## config.mk

```make
export PLATFORM = sky130hd
export DESIGN_NAME = uart_tx_ctrl
export DESIGN_NICKNAME = d
export VERILOG_FILES = /design/src/rtl/uart_tx_ctrl.sv
export SDC_FILE = /design/constraint.sdc
export NUM_CORES = 1
export LEC_CHECK = 0
export BUFFER_PORTS_ARGS = -buffer_cell sky130_fd_sc_hd__clkbuf_2
export CAP_MARGIN = 5
export CORE_ASPECT_RATIO = 0.5
export CORE_UTILIZATION = 35
export CTS_CLUSTER_SIZE = 10
export DETAILED_ROUTE_END_ITERATION = 10
export MAX_ROUTING_LAYER = met4
export PLACE_DENSITY = 0.61
export REMOVE_ABC_BUFFERS = 1
export SETUP_SLACK_MARGIN = 0.1
export SLEW_MARGIN = 20
export SYNTH_ARGS = -nofsm -noshare
export SYNTH_HDL_FRONTEND = slang
export SYNTH_SLANG_ARGS = --single-unit
```

## constraint.sdc

```tcl
create_clock -name clk -period 3.3 [get_ports clk]
set_input_delay 0.495 -clock clk [delete_from_list [all_inputs] [get_ports clk]]
set_output_delay 0.495 -clock clk [all_outputs]
set_load 0.01 [all_outputs]
```

## src/rtl/uart_tx_ctrl.sv

```systemverilog
// UART transmit controller.
// Pulls one word from a first-word-fall-through TX FIFO, enables the baud
// timer, and shifts the word out as start bit, DBIT data bits (LSB first)
// and a stop period of SB_TICK oversample ticks. s_tick is the 16x
// oversample pulse from the baud timer.
//
// FIFO handshake: fifo_rd_data is valid whenever fifo_empty is low.
// fifo_rd_en is a combinational single-cycle pop, asserted only in IDLE
// with a non-empty FIFO and reset low. The head word is captured on the
// same clock edge that the pop takes effect, so a word is transferred
// exactly when fifo_rd_en is high at a rising edge.

module uart_tx_ctrl #(
    parameter int DBIT    = 8,
    parameter int SB_TICK = 16,
    parameter int OVS     = 16
) (
    input  logic            clk,
    input  logic            rst,
    input  logic            s_tick,
    output logic            tmr_en,
    input  logic            fifo_empty,
    input  logic [DBIT-1:0] fifo_rd_data,
    output logic            fifo_rd_en,
    output logic            tx,
    output logic            tx_busy,
    output logic            tx_done_tick,
    output logic [1:0]      state_dbg
);

    // The tick counter must reach the larger of the bit and stop periods.
    localparam int CMAX = (OVS > SB_TICK) ? OVS : SB_TICK;
    localparam int CW   = $clog2(CMAX);
    localparam int BW   = $clog2(DBIT);

    localparam logic [CW-1:0] OVS_LAST  = CW'(OVS - 1);
    localparam logic [CW-1:0] STOP_LAST = CW'(SB_TICK - 1);
    localparam logic [BW-1:0] BIT_LAST  = BW'(DBIT - 1);

    typedef enum logic [1:0] {
        IDLE  = 2'd0,
        START = 2'd1,
        DATA  = 2'd2,
        STOP  = 2'd3
    } state_t;

    state_t            state_q, state_d;
    logic [CW-1:0]     cnt_q, cnt_d;
    logic [BW-1:0]     idx_q, idx_d;
    logic [DBIT-1:0]   shift_q, shift_d;
    logic              tx_q, tx_d;
    logic              en_q, en_d;
    logic              busy_q, busy_d;
    logic              done_q, done_d;

    // State and datapath registers; reset aborts any frame in flight.
    always_ff @(posedge clk) begin
        if (rst) begin
            state_q <= IDLE;
            cnt_q   <= '0;
            idx_q   <= '0;
            shift_q <= '0;
            tx_q    <= 1'b1;
            en_q    <= 1'b0;
            busy_q  <= 1'b0;
            done_q  <= 1'b0;
        end else begin
            state_q <= state_d;
            cnt_q   <= cnt_d;
            idx_q   <= idx_d;
            shift_q <= shift_d;
            tx_q    <= tx_d;
            en_q    <= en_d;
            busy_q  <= busy_d;
            done_q  <= done_d;
        end
    end

    // Next-state and next-output logic; everything holds when no tick arrives.
    always_comb begin
        state_d = state_q;
        cnt_d   = cnt_q;
        idx_d   = idx_q;
        shift_d = shift_q;
        tx_d    = tx_q;
        en_d    = en_q;
        busy_d  = busy_q;
        done_d  = 1'b0;

        case (state_q)
            IDLE: begin
                // Ticks are ignored here, so a tick on the pop cycle is not counted.
                tx_d = 1'b1;
                en_d = 1'b0;
                if (!fifo_empty) begin
                    shift_d = fifo_rd_data;
                    cnt_d   = '0;
                    state_d = START;
                    tx_d    = 1'b0;
                    en_d    = 1'b1;
                    busy_d  = 1'b1;
                end
            end

            START: begin
                if (s_tick) begin
                    if (cnt_q == OVS_LAST) begin
                        cnt_d   = '0;
                        idx_d   = '0;
                        tx_d    = shift_q[0];
                        state_d = DATA;
                    end else begin
                        cnt_d = cnt_q + CW'(1);
                    end
                end
            end

            DATA: begin
                if (s_tick) begin
                    if (cnt_q == OVS_LAST) begin
                        cnt_d   = '0;
                        shift_d = shift_q >> 1;
                        if (idx_q == BIT_LAST) begin
                            tx_d    = 1'b1;
                            state_d = STOP;
                        end else begin
                            idx_d = idx_q + BW'(1);
                            tx_d  = shift_d[0];
                        end
                    end else begin
                        cnt_d = cnt_q + CW'(1);
                    end
                end
            end

            STOP: begin
                if (s_tick) begin
                    if (cnt_q == STOP_LAST) begin
                        cnt_d   = '0;
                        state_d = IDLE;
                        done_d  = 1'b1;
                        en_d    = 1'b0;
                        busy_d  = 1'b0;
                    end else begin
                        cnt_d = cnt_q + CW'(1);
                    end
                end
            end

            default: begin
                state_d = IDLE;
            end
        endcase
    end

    // The pop is combinational so the FIFO advances on the same edge that
    // captures its head word.
    assign fifo_rd_en   = (state_q == IDLE) && !fifo_empty && !rst;

    assign tx           = tx_q;
    assign tmr_en       = en_q;
    assign tx_busy      = busy_q;
    assign tx_done_tick = done_q;
    assign state_dbg    = state_q;

endmodule

```

==> Implementation_results.wiki <==
{| class="wikitable"
! Metric !! Value
|-
| DR iter-0 viols || between 70 and 80
|-
| Clock latency reported for the late side of the worst-skew pair || 0.26 ns
|-
| Detail-routed net length per standard cell || around 13 um
|-
| CTS sink count || 21
|-
| Instance count of the mapped netlist || approximately 140
|-
| DIE AREA || ~0.004 mm^2
|-
| Clock-pin slew on the worst setup and hold paths || ~0.08 ns
|-
| Global route total overflow || 0
|-
| Worst Path Arrival || roughly 2.3 ns
|-
| Top cell type by total area after synthesis || sky130_fd_sc_hd__dfxtp_1
|-
| Setup TNS || 0 ns
|-
| Cell row count || 15
|-
| Final number of hold-violating endpoints || 0
|-
| Detailed-route vias per instance || about 5.3
|-
| Critical path endpoint category || flop
|-
| Transition time of the tightest slew-check pin || 0.602 ns
|-
| Placer congestion estimate || just under 0.8
|-
| TritonCTS clock tree || done
|-
| Die extent in x || between 80 and 90 um
|-
| Async SR Flop Fraction || 0
|-
| Final-layout fill cell count || between 300 and 400
|-
| DR vias || between 1,000 and 1,500
|-
| Final number of setup-violating endpoints || 0
|-
| Minimum period implied by the final worst setup slack || around 2.1 ns
|-
| Number of enable flip-flop cells after synthesis || 0
|-
| Final Max Tran Viols || 0
|-
| Total leakage power || 0.569 nW
|-
| Root Driver || sky130_fd_sc_hd__clkbuf_8
|-
| Number of buffers added on ports || 18
|-
| Highest ir drop seen on vdd || between 0.2 and 0.3 mV
|-
| Most common cell in the netlist || sky130_fd_sc_hd__dfxtp_1
|-
| Top-level port count || 19
|-
| Maximum count of clock buffers along a single path || 2
|-
| Vias in the first global route || a little over 900
|-
| Max_cap viols || 0
|-
| Ratio of cells with drive above 1 in the final layout || 0.201
|-
| Type of the setup path with the least slack || reg2reg
|-
| Critical Path Start Type || flop
|-
| HP Class || reg2reg
|-
| Synth cell count leaders || 21 x sky130_fd_sc_hd__dfxtp_1, 17 x sky130_fd_sc_hd__nor2_1, 11 x sky130_fd_sc_hd__ha_1, 9 x sky130_fd_sc_hd__mux2i_1
|-
| Register cell area after layout || ~420 um^2
|-
| Number of warnings printed during yosys synthesis || 0
|-
| Crit-path max FO || 14
|-
| Post-place setup slack || ~1.2 ns
|-
| Final critical-path setup slack || between 1 and 1.5 ns
|-
| Maximum clock frequency || 473 MHz
|-
| Synth Area per Inst || 9.26 um^2
|-
| Final routed wirelength across all metal layers || around 2600 um
|-
| Ranking of synthesized cells by area || sky130_fd_sc_hd__dfxtp_1 33%, sky130_fd_sc_hd__ha_1 11%, sky130_fd_sc_hd__mux2i_1 7.1%
|-
| Areal power density over the cells || 851 mW/mm^2
|-
| Synthesis-stage register bit count || 21
|-
| Antenna viol nets, final || 0
|-
| Number of buffers created by CTS || 3
|-
| Number of resized instances in the post-cts repair step || 0
|-
| Worst slew margin relative to its limit || 0.597
|-
| Residual DRC || 0
|-
| Largest net degree at the start of global routing || 21
|-
| Endpoint required time on the critical path || about 3.5 ns
|-
| Run status || finished clean
|-
| Synthesized area || roughly 0.0013 mm^2
|-
| Height of the die || 44.7 um
|-
| First-pass GRT wire length || 4320 um
|-
| Std-Cell Core Area || around 0.0035 mm^2
|-
| # H-tree levels || 1
|-
| Post-synthesis sequential area ratio || 0.329
|-
| Multi-input logic area || around 780 um^2
|-
| Half-perimeter wire length of the detailed placement result || 1940 um
|-
| Total global routing track utilization || 0.149
|-
| Number of distinct standard cells referenced by the synthesized netlist || 36
|-
| Share of the clock period used by the worst path after layout || 0.640
|-
| # hold bufs at CTS || 0
|-
| Area share of the largest cell type after synthesis || 0.329
|-
| Antenna violations before repair || 0
|-
| TritonRoute pass-1 iters || 4
|-
| Layout Nets || 178
|-
| Post-CTS Setup Repair Bufs || 0
|-
| Prevailing post-synth register cell || sky130_fd_sc_hd__dfxtp_1
|-
| Worst setup skew after layout || between 0.003 and 0.004 ns
|-
| RSZ-0062 raised after global routing || false
|-
| Initial core utilization || 0.370
|-
| Count of inserted antenna diode cells || 0
|-
| Signed area change from the synthesized netlist to the final layout || 12.2%
|}
[cell families after synthesis]
logic type,after synthesis,share of synthesized area
buffers and inverters,14,0.0597
and+or+nand+nor,45,0.184
muxes,9,0.0705
AOI/OAI and AO/OA,38,0.249
DFF,21,0.329
adders and majority gates,11,0.108
[report_power, final]
group / switching (mW) / leakage, nW / internal (mW) / total, mW
sequential: 0.0580 / 0.172 / 0.335 / 0.393
clock: 0.0835 / 0.0228 / 0.0860 / 0.169
combinational: 0.373 / 0.374 / 0.285 / 0.658
[registers in the layout (all words and copies together), names as in the netlist]
register / flops
shift_q: 8
tmr_en: 1
idx_q: 3
tx_busy: 1
tx_done_tick: 1
cnt_q: 4
tx: 1
state_dbg: 2
[per-layer routing]
layer	track usage	vias to the layer above	part of all wire
met5	-	-	0
met3	0.0402	2	0.047
met4	0.0197	0	0.0073
met2	0.230	25	0.41
li1	-	538	-
met1	0.203	519	0.54
[layout by cell type (no fill, tap or decap), types with 4 or more instances in the layout]
cell	instances
sky130_fd_sc_hd__a211oi_1	5
sky130_fd_sc_hd__a21oi_1	8
sky130_fd_sc_hd__clkbuf_2	18
sky130_fd_sc_hd__dfxtp_1	21
sky130_fd_sc_hd__inv_1	7
sky130_fd_sc_hd__o21ai_0	8
sky130_fd_sc_hd__a211oi_2	4
sky130_fd_sc_hd__ha_1	11
sky130_fd_sc_hd__mux2i_1	9
sky130_fd_sc_hd__nand2_1	8
sky130_fd_sc_hd__nor2_1	17
[final cells by class]
cell class,count,share of cell area
Timing Repair Buffer,19,0.0681
Inverter,7,0.0183
Multi-Input combinational cell,103,0.545
Sequential cell,21,0.293
Tap cell,51,0.0445
Clock buffer,4,0.0314
[worst paths after layout]
| path | start | to | slack [ns] | depth (start not counted) |
|---|---|---|---|---|
| setup / recovery | state_dbg[0]$_SDFFE_PP0P_ | shift_q[0]$_SDFFE_PP0P_ | 1.19 | 6 |
| hold reg to reg | idx_q[1]$_SDFFE_PP0P_ | idx_q[1]$_SDFFE_PP0P_ | 0.49 | 2 |
| hold / removal | idx_q[1]$_SDFFE_PP0P_ | idx_q[1]$_SDFFE_PP0P_ | 0.49 | 2 |
| setup reg to reg | state_dbg[0]$_SDFFE_PP0P_ | shift_q[0]$_SDFFE_PP0P_ | 1.19 | 6 |
[through the flow]
stage	util	instances	hold slack [ns]	area (um^2)	total power, mW
floorplan	-	131	0.447	1230	0.907
global placement	0.402	201	0.471	1390	1.04
detailed placement	0.402	201	0.478	1390	1.06
CTS	0.415	205	0.489	1430	1.23
global route	0.415	205	0.521	1430	1.32
finish	0.415	205	0.485	1430	1.22
[worst max-delay path, stage by stage, from the launching register on]
cell and delay, ns:
sky130_fd_sc_hd__dfxtp_1 0.47, sky130_fd_sc_hd__inv_1 0.14, sky130_fd_sc_hd__ha_1 0.26, sky130_fd_sc_hd__and2_1 0.27, sky130_fd_sc_hd__a211oi_4 0.58, sky130_fd_sc_hd__nor2_1 0.08
sky130_fd_sc_hd__a211oi_1 0.22
Power figures use the tool's default switching activity.
